[src/rtl/tri_edge_sequencer_pkg.sv]
// Shared types and constants for the triangle edge sequencer and its clipping helpers.
package tri_edge_sequencer_pkg;

    localparam int OC_LEFT   = 0;
    localparam int OC_RIGHT  = 1;
    localparam int OC_TOP    = 2;
    localparam int OC_BOTTOM = 3;
    localparam int OC_W      = 4;

    localparam int COORD_WIDTH_DEF = 16;
    localparam int H_RES_DEF       = 1280;
    localparam int V_RES_DEF       = 720;

    typedef enum logic [2:0] {
        IDLE,
        EVAL,
        ISSUE,
        WAIT,
        ADVANCE
    } state_e;

    // Edges run v0->v1, v1->v2, v2->v0, so the far end wraps back to vertex 0.
    function automatic logic [1:0] edge_far(input logic [1:0] idx);
        return (idx == 2'd2) ? 2'd0 : idx + 2'd1;
    endfunction

endpackage

[src/rtl/tri_edge_sequencer_if.sv]
// Triangle input handshake plus line-drawer command/response bundle.
interface tri_edge_sequencer_if #(
    parameter int COORD_WIDTH = 16
);
    logic                          tri_valid;
    logic                          tri_ready;
    logic signed [COORD_WIDTH-1:0] tx0, ty0, tx1, ty1, tx2, ty2;
    logic                          line_start;
    logic signed [COORD_WIDTH-1:0] lx0, ly0, lx1, ly1;
    logic                          line_done;
    logic                          busy;
    logic                          done;
    logic [1:0]                    edges_culled;

    modport slave (
        input  tri_valid, tx0, ty0, tx1, ty1, tx2, ty2, line_done,
        output tri_ready, line_start, lx0, ly0, lx1, ly1, busy, done, edges_culled
    );

    modport master (
        output tri_valid, tx0, ty0, tx1, ty1, tx2, ty2, line_done,
        input  tri_ready, line_start, lx0, ly0, lx1, ly1, busy, done, edges_culled
    );
endinterface

[src/rtl/tri_edge_sequencer_clip_outcode.sv]
// Cohen-Sutherland style region code for one point against the visible screen.
module clip_outcode
    import tri_edge_sequencer_pkg::*;
#(
    parameter int COORD_WIDTH = COORD_WIDTH_DEF,
    parameter int H_RES       = H_RES_DEF,
    parameter int V_RES       = V_RES_DEF
) (
    input  logic signed [COORD_WIDTH-1:0] x_i,
    input  logic signed [COORD_WIDTH-1:0] y_i,
    output logic        [OC_W-1:0]        code_o
);
    localparam logic signed [COORD_WIDTH-1:0] X_MAX = COORD_WIDTH'(H_RES - 1);
    localparam logic signed [COORD_WIDTH-1:0] Y_MAX = COORD_WIDTH'(V_RES - 1);

    // Sign bit stands in for "< 0" so the compare stays signed at full width.
    always_comb begin
        code_o            = '0;
        code_o[OC_LEFT]   = x_i[COORD_WIDTH-1];
        code_o[OC_RIGHT]  = (x_i > X_MAX);
        code_o[OC_TOP]    = y_i[COORD_WIDTH-1];
        code_o[OC_BOTTOM] = (y_i > Y_MAX);
    end

endmodule

[src/rtl/tri_edge_sequencer.sv]
// Walks the three edges of an accepted triangle, culling trivially invisible ones
// and handing the rest to the line drawer one at a time.
module tri_edge_sequencer
    import tri_edge_sequencer_pkg::*;
#(
    parameter int COORD_WIDTH = COORD_WIDTH_DEF,
    parameter int H_RES       = H_RES_DEF,
    parameter int V_RES       = V_RES_DEF
) (
    input  logic                 clk_in,
    input  logic                 rst_in,
    tri_edge_sequencer_if.slave  seq_if
);
    typedef logic signed [COORD_WIDTH-1:0] coord_t;

    state_e     state_q, state_d;
    logic [1:0] edge_idx_q, edge_idx_d;
    logic [1:0] culled_q, culled_d;
    coord_t     vx_q [3];
    coord_t     vy_q [3];
    coord_t     lx0_q, ly0_q, lx1_q, ly1_q;

    coord_t          ax, ay, bx, by;
    logic [OC_W-1:0] code_a, code_b;
    logic            cull, accept;
    logic            tri_ready, busy, line_start, done;

    assign accept = seq_if.tri_valid && (state_q == IDLE);

    always_comb begin
        ax = vx_q[0];
        ay = vy_q[0];
        bx = vx_q[1];
        by = vy_q[1];
        case (edge_idx_q)
            2'd1: begin
                ax = vx_q[1]; ay = vy_q[1];
                bx = vx_q[edge_far(2'd1)]; by = vy_q[edge_far(2'd1)];
            end
            2'd2: begin
                ax = vx_q[2]; ay = vy_q[2];
                bx = vx_q[edge_far(2'd2)]; by = vy_q[edge_far(2'd2)];
            end
            default: ;
        endcase
    end

    clip_outcode #(.COORD_WIDTH(COORD_WIDTH), .H_RES(H_RES), .V_RES(V_RES)) u_oc_a (
        .x_i(ax), .y_i(ay), .code_o(code_a)
    );
    clip_outcode #(.COORD_WIDTH(COORD_WIDTH), .H_RES(H_RES), .V_RES(V_RES)) u_oc_b (
        .x_i(bx), .y_i(by), .code_o(code_b)
    );

    // Both endpoints beyond the same screen edge: nothing of the line can be visible.
    assign cull = |(code_a & code_b);

    always_ff @(posedge clk_in) begin
        if (rst_in) begin
            state_q    <= IDLE;
            edge_idx_q <= '0;
            culled_q   <= '0;
            lx0_q      <= '0;
            ly0_q      <= '0;
            lx1_q      <= '0;
            ly1_q      <= '0;
            for (int i = 0; i < 3; i++) begin
                vx_q[i] <= '0;
                vy_q[i] <= '0;
            end
        end else begin
            state_q    <= state_d;
            edge_idx_q <= edge_idx_d;
            culled_q   <= culled_d;
            if (accept) begin
                vx_q[0] <= seq_if.tx0; vy_q[0] <= seq_if.ty0;
                vx_q[1] <= seq_if.tx1; vy_q[1] <= seq_if.ty1;
                vx_q[2] <= seq_if.tx2; vy_q[2] <= seq_if.ty2;
            end
            // Endpoints load only in EVAL, so they stay frozen through ISSUE and WAIT.
            if (state_q == EVAL) begin
                lx0_q <= ax;
                ly0_q <= ay;
                lx1_q <= bx;
                ly1_q <= by;
            end
        end
    end

    always_comb begin
        state_d    = state_q;
        edge_idx_d = edge_idx_q;
        culled_d   = culled_q;
        unique case (state_q)
            IDLE: begin
                if (seq_if.tri_valid) begin
                    state_d    = EVAL;
                    edge_idx_d = '0;
                    culled_d   = '0;
                end
            end
            EVAL: begin
                if (cull) begin
                    culled_d = culled_q + 2'd1;
                    state_d  = ADVANCE;
                end else begin
                    state_d = ISSUE;
                end
            end
            ISSUE: state_d = WAIT;
            WAIT: begin
                if (seq_if.line_done) state_d = ADVANCE;
            end
            ADVANCE: begin
                if (edge_idx_q == 2'd2) begin
                    state_d = IDLE;
                end else begin
                    edge_idx_d = edge_idx_q + 2'd1;
                    state_d    = EVAL;
                end
            end
            default: state_d = IDLE;
        endcase
    end

    always_comb begin
        tri_ready  = (state_q == IDLE);
        busy       = (state_q != IDLE);
        line_start = (state_q == ISSUE);
        done       = (state_q == ADVANCE) && (edge_idx_q == 2'd2);
    end

    assign seq_if.tri_ready    = tri_ready;
    assign seq_if.busy         = busy;
    assign seq_if.line_start   = line_start;
    assign seq_if.done         = done;
    assign seq_if.edges_culled = culled_q;
    assign seq_if.lx0          = lx0_q;
    assign seq_if.ly0          = ly0_q;
    assign seq_if.lx1          = lx1_q;
    assign seq_if.ly1          = ly1_q;

endmodule

[src/flat_wrapper.sv]
// flat-port wrapper written by rule: the top's interface ports become plain ports
module tri_edge_sequencer_flat import tri_edge_sequencer_pkg::*;
#(
    parameter int COORD_WIDTH = COORD_WIDTH_DEF,
    parameter int H_RES       = H_RES_DEF,
    parameter int V_RES       = V_RES_DEF
)
  (clk_in, rst_in, seq_if_tri_valid, seq_if_tx0, seq_if_ty0, seq_if_tx1, seq_if_ty1, seq_if_tx2, seq_if_ty2, seq_if_line_done, seq_if_tri_ready, seq_if_line_start, seq_if_lx0, seq_if_ly0, seq_if_lx1, seq_if_ly1, seq_if_busy, seq_if_done, seq_if_edges_culled);
  tri_edge_sequencer_if #(.COORD_WIDTH(COORD_WIDTH)) seq_if_i ();
  input  logic clk_in;
  input  logic rst_in;
  input wire logic [$bits(seq_if_i.tri_valid)-1:0] seq_if_tri_valid;
  input wire logic [$bits(seq_if_i.tx0)-1:0] seq_if_tx0;
  input wire logic [$bits(seq_if_i.ty0)-1:0] seq_if_ty0;
  input wire logic [$bits(seq_if_i.tx1)-1:0] seq_if_tx1;
  input wire logic [$bits(seq_if_i.ty1)-1:0] seq_if_ty1;
  input wire logic [$bits(seq_if_i.tx2)-1:0] seq_if_tx2;
  input wire logic [$bits(seq_if_i.ty2)-1:0] seq_if_ty2;
  input wire logic [$bits(seq_if_i.line_done)-1:0] seq_if_line_done;
  output wire logic [$bits(seq_if_i.tri_ready)-1:0] seq_if_tri_ready;
  output wire logic [$bits(seq_if_i.line_start)-1:0] seq_if_line_start;
  output wire logic [$bits(seq_if_i.lx0)-1:0] seq_if_lx0;
  output wire logic [$bits(seq_if_i.ly0)-1:0] seq_if_ly0;
  output wire logic [$bits(seq_if_i.lx1)-1:0] seq_if_lx1;
  output wire logic [$bits(seq_if_i.ly1)-1:0] seq_if_ly1;
  output wire logic [$bits(seq_if_i.busy)-1:0] seq_if_busy;
  output wire logic [$bits(seq_if_i.done)-1:0] seq_if_done;
  output wire logic [$bits(seq_if_i.edges_culled)-1:0] seq_if_edges_culled;
  assign seq_if_i.tri_valid = seq_if_tri_valid;
  assign seq_if_i.tx0 = seq_if_tx0;
  assign seq_if_i.ty0 = seq_if_ty0;
  assign seq_if_i.tx1 = seq_if_tx1;
  assign seq_if_i.ty1 = seq_if_ty1;
  assign seq_if_i.tx2 = seq_if_tx2;
  assign seq_if_i.ty2 = seq_if_ty2;
  assign seq_if_i.line_done = seq_if_line_done;
  assign seq_if_tri_ready = seq_if_i.tri_ready;
  assign seq_if_line_start = seq_if_i.line_start;
  assign seq_if_lx0 = seq_if_i.lx0;
  assign seq_if_ly0 = seq_if_i.ly0;
  assign seq_if_lx1 = seq_if_i.lx1;
  assign seq_if_ly1 = seq_if_i.ly1;
  assign seq_if_busy = seq_if_i.busy;
  assign seq_if_done = seq_if_i.done;
  assign seq_if_edges_culled = seq_if_i.edges_culled;
  tri_edge_sequencer #(.COORD_WIDTH(COORD_WIDTH), .H_RES(H_RES), .V_RES(V_RES)) u_core (.clk_in(clk_in), .rst_in(rst_in), .seq_if(seq_if_i));
endmodule
[config.mk]
export PLATFORM = sky130hd
export DESIGN_NAME = tri_edge_sequencer_flat
export DESIGN_NICKNAME = d
export VERILOG_FILES = /design/src/rtl/tri_edge_sequencer_pkg.sv /design/src/rtl/tri_edge_sequencer_if.sv /design/src/rtl/tri_edge_sequencer_clip_outcode.sv /design/src/rtl/tri_edge_sequencer.sv /design/src/flat_wrapper.sv
export SDC_FILE = /design/constraint.sdc
export NUM_CORES = 1
export LEC_CHECK = 0
export BUFFER_PORTS_ARGS = -buffer_cell sky130_fd_sc_hd__buf_2
export CORE_UTILIZATION = 44
export CTS_CLUSTER_SIZE = 16
export DETAILED_ROUTE_END_ITERATION = 7
export PLACE_DENSITY = 0.76
export SYNTH_ARGS = -nofsm -noshare
export SYNTH_HDL_FRONTEND = slang
export SYNTH_SLANG_ARGS = --single-unit
[constraint.sdc]
create_clock -name clk_in -period 8.9 [get_ports clk_in]
set_input_delay 0.89 -clock clk_in [delete_from_list [all_inputs] [get_ports clk_in]]
set_output_delay 0.89 -clock clk_in [all_outputs]
set_load 0.02 [all_outputs]
==> impl_metrics.env, run 1 <==
export IMPL_status="finished clean"
export IMPL_rows=46
export IMPL_peakVddDrop_mv=0.155
export IMPL_nFillCells=1451
export IMPL_report_final_slew_viol_count=0
export IMPL_final_setup_worst_slack_ns=5.38
export IMPL_setup_viol=0
export IMPL_whs_path_depth=2
export IMPL_period_share_pct=39.5
export IMPL_p_switching_mw=0.953
export IMPL_clk_root_buffer_cell="clkbuf_16"
export IMPL_grt_pass1_wl_um=28800
export IMPL_r2r_end="u_core.seq_if.edges_culled[1]"
export IMPL_die_width_um=131
export IMPL_hold_end="u_core.seq_if.lx0[6]"
export IMPL_hold_path_class="flop to flop"
export IMPL_syn_num_nets=806
export IMPL_syn_avg_cell_area_um2=10.5
export IMPL_antenna_found_initial=0
export IMPL_grt_max_degree=100
export IMPL_cts_path_max_buffers=2
export IMPL_path_max_fanout=66
export IMPL_first_pass_iters=5
export IMPL_antennaDiodeCount=0
export IMPL_hold_slack_ns=0.450
export IMPL_path_class="flop to flop"
export IMPL_timing_rr_start="u_core.edge_idx_q[0]"
export IMPL_switching_share_pct=36.0
export IMPL_area_delta_synth_final_pct=19.6
export IMPL_post_cts_resized=0
export IMPL_wirelength_um=18200
export IMPL_drc=0
export IMPL_comb_power_share_pct=29.3
export IMPL_ant_nets=0
export IMPL_cts_buffers=17
export IMPL_crit_family="compound AO/OA/AOI/OAI gates"
export IMPL_p_per_area_nw_per_um2=300
export IMPL_max_stage_delay_ns=1.00
export IMPL_die_area_um2=17300
export IMPL_overflow=0
export IMPL_max_slew_margin_pct=13.4
export IMPL_ctsHoldBuffers=0
export IMPL_worst_r2r_cell_count=9
export IMPL_drtIter0Drc=479
export IMPL_clockPowerShare_pct=26.1
export IMPL_p_leak_nw=3.52
export IMPL_finClkSkew_ns=0.00627
export IMPL_ys_ff_latch=167
export IMPL_die_h_um=131
export IMPL_place_hpwl_um=12200
export IMPL_cp_data_required_time_ns=9.24
export IMPL_clock_latency_ns=0.42
export IMPL_p_int_mw=1.69
export IMPL_cts_tree="yes"
export IMPL_grt_usage_pct=21.4
export IMPL_htreeDepth=4
export IMPL_grt_pass1_vias=5477
export IMPL_syn_area_um2=7370
export IMPL_ys_seq_area_share_pct=58.4
export IMPL_clock_fmax_mhz=284
export IMPL_post_cts_setup_buffers=0
export IMPL_via_per_inst=5.45
export IMPL_io_pins=170
export IMPL_critPathLaunchType="flop"
export IMPL_path_buf_inv=1
export IMPL_yosys_cell_types_count=41
export IMPL_critPathArrivalTime_ns=3.86
export IMPL_fin_crit_ns=3.52
export IMPL_rsz0062_at_grt="no"
export IMPL_cts_sinks=167
export IMPL_core_area_um2=16100
export IMPL_worst_pin_slew_ns=1.30
export IMPL_clk_pin_slew_ns=0.06
export IMPL_hold_viol=0
export IMPL_start_util_pct=45.8
export IMPL_vias=5803
export IMPL_place_congestion=0.822
export IMPL_post_drt_wl_per_cell_um=17.1
export IMPL_io_buffer_count=169
export IMPL_r2r_slack_ns=5.38
export IMPL_cap_violations=0
export IMPL_yosys_warnings=0
export IMPL_nets=937
export IMPL_post_route_cells_drive_above_1_share_pct=25.1
export IMPL_end_kind="flop"
export IMPL_pwr_share_seq_pct=44.6
export IMPL_worstPathCellList="inv_1 -> ha_2 -> a22oi_1 -> o21ai_1 -> nand4b_1 -> o211ai_1 -> a41oi_2 -> or4b_1 -> a31oi_1"
export IMPL_critPathSlowestCell="ha_2"
export IMPL_pre_cts_slack_ns=5.43
export IMPL_holdCritStartpoint="u_core.seq_if.lx0[6]"
export IMPL_netlist_instances=704
export IMPL_final_setup_tns_ns=0
## layer usage
| metal | vias to the layer above | track usage, % | part of all wire, % | wire, µm |
|---|---|---|---|---|
| met5 | - | 0 | 0 | 0 |
| met4 | 0 | 7.24 | 1.8 | 331 |
| met3 | 26 | 4.82 | 6.5 | 1190 |
| met2 | 233 | 32.4 | 45 | 8180 |
| met1 | 2714 | 30.1 | 47 | 8490 |
| li1 | 2830 | - | - | - |
## cell usage in the layout (no fill, tap or decap), types with 2 or more instances in the layout
| master | synthesis | routed |
|---|---|---|
| a2111oi_0 | 2 | 2 |
| a211oi_1 | 2 | 2 |
| a21oi_1 | 69 | 69 |
| a221o_1 | 31 | 31 |
| a221oi_1 | 10 | 10 |
| a22oi_1 | 23 | 23 |
| a31oi_1 | 4 | 4 |
| and2_1 | 97 | 97 |
| buf_2 | 10 | 169 |
| buf_4 | 3 | 4 |
| clkbuf_16 | 0 | 18 |
| clkbuf_8 | 0 | 3 |
| clkinv_1 | 0 | 2 |
| clkinv_2 | 0 | 3 |
| clkinv_4 | 0 | 2 |
| clkinvlp_4 | 0 | 3 |
| dfxtp_1 | 71 | 71 |
| edfxtp_1 | 96 | 96 |
| ha_2 | 0 | 2 |
| inv_1 | 6 | 6 |
| nand2_1 | 92 | 91 |
| nand3b_1 | 2 | 2 |
| nor2_1 | 34 | 32 |
| nor2_4 | 0 | 2 |
| nor2b_1 | 10 | 10 |
| nor3_1 | 13 | 13 |
| o2111ai_1 | 3 | 3 |
| o211ai_1 | 25 | 25 |
| o21ai_0 | 21 | 21 |
| o21ai_1 | 7 | 7 |
| o21ai_2 | 2 | 2 |
| o22a_1 | 2 | 2 |
| o22ai_1 | 6 | 6 |
## worst max path at each step
stage / start / endpoint / depth (start not counted)
final: u_core.edge_idx_q[0] / u_core.seq_if.edges_culled[1] / 9
after global routing: u_core.edge_idx_q[0] / u_core.seq_if.edges_culled[1] / 9
after CTS: u_core.edge_idx_q[0] / u_core.seq_if.edges_culled[1] / 9
after detailed placement: u_core.edge_idx_q[0] / u_core.seq_if.edges_culled[1] / 9
after global placement: rst_in / u_core.vx_q[0][24] / 5
after floorplan: u_core.state_q[0] / u_core.vx_q[0][0] / 5
## flip-flops by register name, indices dropped and copies added, names as in the netlist
name                        count
u_core.seq_if.lx1              16
u_core.vx_q                    48
u_core.seq_if.ly1              16
u_core.seq_if.ly0              16
u_core.edge_idx_q               2
u_core.state_q                  3
u_core.seq_if.lx0              16
u_core.seq_if.edges_culled      2
u_core.vy_q                    48
## final cells by class
type                            count  area (µm²)  share of cell area, %
Clock buffer                       21         492                   5.58
Clock inverter                     11        71.3                  0.809
Inverter                            6        22.5                  0.255
Multi-Input combinational cell    470        2780                   31.6
Sequential cell                   167        4300                   48.8
Tap cell                          216         270                   3.06
Timing Repair Buffer              173         876                   9.93
## power groups by stage
stage | clock [mW] | sequential, mW | combinational, mW
global route | 0.733 | 1.20 | 0.850
detailed placement | 0 | 1.19 | 0.774
floorplan | 0 | 1.24 | 0.483
finish | 0.690 | 1.18 | 0.775
CTS | 0.701 | 1.18 | 0.777
global placement | 0 | 1.19 | 0.761
## cells in the mapped netlist, drive strengths merged
master,count,area (µm²)
and2,97,607
edfxtp,96,2880
nand2,93,352
dfxtp,71,1420
a21oi,69,345
clkbuf,34,128
nor2,34,128
a221o,31,310
o21ai,30,158
buf,27,170
o211ai,25,188
a22oi,23,173
nor3,13,65.1
a221oi,10,87.6
nor2b,10,62.6
inv,6,22.5
o22ai,6,37.5
a31oi,4,25.0
o2111ai,3,26.3
a2111oi,2,17.5
a211oi,2,15.0
ha,2,25.0
nand2b,2,12.5
nand3b,2,15.0
o22a,2,17.5
a41oi,1,16.3
and3,1,6.26
nand3,1,5.00
nand4b,1,8.76
nor3b,1,7.51
nor4,1,6.26
o31ai,1,7.51
o41ai,1,8.76
or3,1,6.26
or4b,1,10.0
## cells by family after synthesis
family,Yosys count,share of synthesized area [%]
flops,167,58.4
compound gates,210,19.4
fa+ha+maj,2,0.339
buf+inv,67,4.34
simple gates,258,17.5
## worst min-delay path: stages, from the launching register on
cell	delay (ns)
dfxtp_1	0.30
nand2_1	0.05
a21oi_1	0.05
## metrics by stage
stage               cells  utilization (%)  power (mW)  cell area [µm²]
finish               1064             54.7        2.64             8820
floorplan             704                -        1.72             7370
global placement     1032             51.2        1.95             8260
detailed placement   1032             51.2        1.97             8260
CTS                  1064             54.7        2.65             8820
global route         1064             54.7        2.78             8820
Power figures use the tool's default switching activity.
==> run 2, diff against run 1 <==
PLACE_DENSITY = 0.79   (was 0.76)
clock period = 2.83 ns   (was 8.9 ns; I/O delays follow)
==> run 2 against run 1 <==
Effect of this change: sequential share of layout area is 1.8 points lower; setup slack got worse by 5.2 ns; worst hold slack worse by 0.31 ns; highest routed layer unchanged.
==> impl_metrics.env, run 2 (synthesis gave the netlist of run 1 again) <==
export IMPL_die_width_um=131
export IMPL_end_kind="flop"
export IMPL_die_area_um2=17300
export IMPL_critPathArrivalTime_ns=3.01
export IMPL_post_drt_wl_per_cell_um=17.0
export IMPL_place_inst=1060
export IMPL_ant_nets=0
export IMPL_setup_viol=0
export IMPL_drtIter0Drc=743
export IMPL_core_area_um2=16100
export IMPL_overflow=0
export IMPL_hold_viol=0
export IMPL_dpl_cell_area_um2=8530
export IMPL_start_util_pct=45.8
export IMPL_p_per_area_nw_per_um2=943
export IMPL_die_h_um=131
export IMPL_stdcell_count=1094
export IMPL_stdcell_area_um2=9170
export IMPL_holdCritStartpoint="seq_if_ty0[12]"
export IMPL_area_delta_synth_final_pct=24.3
export IMPL_hold_slack_ns=0.135
export IMPL_timing_rr_start="u_core.edge_idx_q[1]"
export IMPL_post_route_cells_drive_above_1_share_pct=28.1
export IMPL_io_buffer_count=169
export IMPL_vias=5995
export IMPL_nets=967
export IMPL_antenna_found_initial=0
export IMPL_p_leak_nw=3.72
export IMPL_critPathLaunchType="flop"
export IMPL_most_common_layout_cells="buf_2, and2_1, edfxtp_1, nand2_1, dfxtp_1"
export IMPL_nFillCells=1412
export IMPL_peakVddDrop_mv=0.504
export IMPL_power_total_mw=8.64
export IMPL_path_max_fanout=19
export IMPL_max_slew_margin_pct=58.7
export IMPL_grt_usage_pct=21.6
export IMPL_antennaDiodeCount=0
export IMPL_first_pass_iters=6
export IMPL_cts_path_max_buffers=2
export IMPL_hold_path_class="primary input to flop"
export IMPL_clock_latency_ns=0.42
export IMPL_status="finished clean"
export IMPL_via_per_inst=5.48
export IMPL_fin_crit_ns=2.66
export IMPL_clock_fmax_mhz=375
export IMPL_final_common_cell="buf_2"
export IMPL_grt_pass1_vias=5677
export IMPL_io_pins=170
export IMPL_grt_max_degree=97
export IMPL_cts_sinks=167
export IMPL_reg_largest_list="u_core.vx_q: 48 flops, u_core.vy_q: 48 flops"
export IMPL_place_hpwl_um=13200
export IMPL_finClkSkew_ns=0.00922
export IMPL_place_congestion=0.867
export IMPL_cp_data_required_time_ns=3.17
export IMPL_clk_root_buffer_cell="clkbuf_16"
export IMPL_path_class="flop to flop"
export IMPL_clk_pin_slew_ns=0.06
export IMPL_cap_violations=0
export IMPL_cts_buffers=17
export IMPL_htreeDepth=4
export IMPL_final_core_util_pct=56.9
export IMPL_crit_start="u_core.edge_idx_q[1]"
export IMPL_wirelength_um=18600
export IMPL_worst_pin_slew_ns=0.620
export IMPL_rows=46
export IMPL_report_final_slew_viol_count=0
export IMPL_period_share_pct=94.1
export IMPL_grt_pass1_wl_um=29200
export IMPL_cts_tree="yes"
export IMPL_drc=0
-- run 2: area by class of cell --
cell class                 instances  area [µm²]  area share [%]
timing repair buffer             203        1170            12.8
clock inverter                     7        40.0           0.437
multi-input combinational        470        2820            30.8
inverter                           6        22.5           0.246
clock buffer                      25         532            5.80
sequential                       167        4310            47.0
tap                              216         270            2.95
-- run 2: what timing repair did --
| action | 4_1_cts | 5_1_grt |
|---|---|---|
| resized for setup | 0 | 8 |
| setup endpoints to repair | 0 | 4 |
| hold buffers | 0 | 0 |
| buffers inserted | 0 | 2 |
-- run 2: critical path: stages (launching register included) --
cell	delay, ns
dfxtp_1	0.39
inv_1	0.10
ha_4	0.24
buf_6	0.19
a22oi_1	0.18
o21ai_1	0.13
nand4b_1	0.19
o211ai_1	0.31
a41oi_2	0.17
or4b_1	0.52
a31oi_1	0.17
-- run 2: where the power goes --
group | total, mW | internal [mW] | switching, mW | leakage [nW]
Sequential | 3.72 | 3.31 | 0.407 | 1.61
Clock | 2.20 | 1.30 | 0.900 | 0.291
Combinational | 2.72 | 0.976 | 1.75 | 1.82
-- run 2: path summary, 6_finish.rpt --
path                                   end  slack, ns  cells past startpoint
max reg2reg  u_core.seq_if.edges_culled[1]       0.17                     10
max          u_core.seq_if.edges_culled[1]       0.17                     10
min reg2reg           u_core.seq_if.ly1[6]       0.45                      2
min                     u_core.vy_q[0][12]       0.14                      2
-- run 2: metrics by stage --
step | worst slack [ns] | TNS, ns
floorplan | 0.349 | 0
global placement | 0.110 | 0
detailed placement | 0.0384 | 0
CTS | 0.0126 | 0
global route | -0.0223 | -0.0313
finish | 0.166 | 0
-- run 2: routing by layer --
layer  part of all wire, %  vias up  global-route usage (%)
li1                      -     2894                       -
met1                    44     2781                    29.6
met2                    46      299                    33.4
met3                   8.5       21                    5.21
met4                   1.3        0                    7.11
met5                     0        -                       0
==> run 3, diff against run 2 <==
CTS_BUF_LIST = sky130_fd_sc_hd__clkbuf_16   (was unset)
PLACE_DENSITY = 0.76   (was 0.79)
clock period = 2.8 ns   (was 2.83 ns; I/O delays follow)
==> run 3 against run 2 <==
Effect of this change: global-route usage shrank 0.14 points; sequential share of layout area up 0.35 points; sequential power increased by 2%; count of clock-buffer cells in the layout down 6; critical path type unchanged; maximum frequency up 0.70%; clock power hardly changed; critical path depth did not move; register-to-register slack about the same; utilization fell by 0.43 points.
==> impl_metrics.env, run 3 (synthesis gave the netlist of run 1 again) <==
export IMPL_hold_path_class="primary input to flop"
export IMPL_via_per_inst=5.44
export IMPL_r2r_slack_ns=0.15
export IMPL_cts_sinks=167
export IMPL_crit_end="u_core.seq_if.edges_culled[1]"
export IMPL_vias=5885
export IMPL_wirelength_um=18400
export IMPL_path_buf_inv=2
export IMPL_critPathLaunchType="flop"
export IMPL_place_hpwl_um=13100
export IMPL_power_total_mw=8.61
export IMPL_timing_rr_start="u_core.edge_idx_q[0]"
export IMPL_rows=46
export IMPL_peakVddDrop_mv=0.489
export IMPL_worst_r2r_cell_count=10
export IMPL_drc=0
export IMPL_cp_data_required_time_ns=3.15
export IMPL_fin_crit_ns=2.65
export IMPL_die_area_um2=17300
export IMPL_path_class="flop to flop"
export IMPL_cts_path_max_buffers=2
export IMPL_htreeDepth=4
export IMPL_final_setup_tns_ns=0
export IMPL_cp_depth=10
export IMPL_start_util_pct=45.8
export IMPL_io_pins=170
export IMPL_post_route_cells_drive_above_1_share_pct=27.4
export IMPL_period_share_pct=94.5
export IMPL_hold_viol=0
export IMPL_max_slew_margin_pct=57.1
export IMPL_post_drt_wl_per_cell_um=17.0
export IMPL_pre_cts_slack_ns=0.0770
export IMPL_nets=955
export IMPL_final_core_util_pct=56.4
export IMPL_p_leak_nw=3.69
export IMPL_path_max_fanout=48
export IMPL_area_delta_synth_final_pct=23.3
export IMPL_place_congestion=0.878
export IMPL_crit_start="u_core.edge_idx_q[0]"
export IMPL_stdcell_area_um2=9090
export IMPL_io_buffer_count=169
export IMPL_hold_slack_ns=0.127
export IMPL_grt_max_degree=97
export IMPL_core_area_um2=16100
export IMPL_most_common_layout_cells="buf_2, and2_1, edfxtp_1, nand2_1, dfxtp_1"
export IMPL_grt_pass1_vias=5454
export IMPL_report_final_slew_viol_count=0
export IMPL_overflow=0
export IMPL_cts_tree="yes"
export IMPL_clk_pin_slew_ns=0.06
export IMPL_finClkSkew_ns=0.00825
export IMPL_final_common_cell="buf_2"
export IMPL_critPathArrivalTime_ns=2.99
export IMPL_critPathSlowestCell="or4b_1"
export IMPL_die_h_um=131
export IMPL_dpl_cell_area_um2=8470
export IMPL_cap_violations=0
export IMPL_post_cts_setup_buffers=0
export IMPL_reg_largest_list="u_core.vx_q: 48 flops, u_core.vy_q: 48 flops"
export IMPL_clock_fmax_mhz=378
export IMPL_grt_pass1_wl_um=28800
export IMPL_worstPathCellList="inv_1 -> ha_4 -> buf_12 -> a22oi_1 -> o21ai_1 -> nand4b_1 -> o211ai_1 -> a41oi_2 -> or4b_1 -> a31oi_1"
export IMPL_setup_viol=0
export IMPL_max_stage_delay_ns=0.54
export IMPL_final_setup_worst_slack_ns=0.155
export IMPL_end_kind="flop"
export IMPL_ant_nets=0
export IMPL_worst_pin_slew_ns=0.644
export IMPL_clock_latency_ns=0.42
export IMPL_crit_family="compound AO/OA/AOI/OAI gates"
export IMPL_status="finished clean"
export IMPL_antenna_found_initial=0
export IMPL_cts_buffers=17
export IMPL_antennaDiodeCount=0
export IMPL_clk_root_buffer_cell="clkbuf_16"
export IMPL_stdcell_count=1082
export IMPL_p_per_area_nw_per_um2=946
export IMPL_drtIter0Drc=624
export IMPL_place_inst=1049
export IMPL_r2r_end="u_core.seq_if.edges_culled[1]"
export IMPL_rsz0062_at_grt="no"
export IMPL_die_width_um=131
export IMPL_first_pass_iters=5
export IMPL_whs_path_depth=2
export IMPL_grt_usage_pct=21.5
## run 3: what timing repair did
item,in CTS,in global routing
hold buffers,0,0
endpoints found under the setup margin,0,4
resized for setup,0,9
## run 3: layer usage
layer	vias to the layer above	wire [µm]	GRT usage, %
li1	2868	-	-
met4	0	390	8.59
met3	36	1190	3.94
met5	-	0	0
met2	253	8290	32.2
met1	2728	8510	30.5
## run 3: final cells by class
| type | count | area (µm²) |
|---|---|---|
| clock buffer | 19 | 475 |
| sequential | 167 | 4300 |
| fill | 1432 | 7020 |
| timing repair buffer | 191 | 1120 |
| clock inverter | 13 | 77.6 |
| multi-input combinational | 470 | 2830 |
| tap | 216 | 270 |
| inverter | 6 | 22.5 |
## run 3: worst reg2reg max path, cell delays in order, from the launching register on
cell and delay (ns):
dfxtp_1 0.38, inv_1 0.09, ha_4 0.17, buf_12 0.17, a22oi_1 0.21, o21ai_1 0.13
nand4b_1 0.19, o211ai_1 0.33, a41oi_2 0.18, or4b_1 0.54, a31oi_1 0.17
## run 3: power breakdown
group          internal (mW)  switching (mW)
Sequential              3.35           0.427
Combinational          0.938            1.72
Clock                   1.23           0.942
## run 3: how the worst min path moves through the flow
| stage | to | slack [ns] | start |
|---|---|---|---|
| finish | u_core.vy_q[0][30] | 0.13 | seq_if_ty1[14] |
| global route | u_core.vx_q[0][44] | 0.12 | seq_if_tx2[12] |
| CTS | u_core.vx_q[0][25] | 0.11 | seq_if_tx1[9] |
| detailed placement | u_core.seq_if.lx1[2] | 0.45 | u_core.seq_if.lx1[2] |
| global placement | u_core.seq_if.lx0[0] | 0.44 | u_core.seq_if.lx0[0] |
| floorplan | u_core.state_q[0] | 0.47 | u_core.state_q[2] |
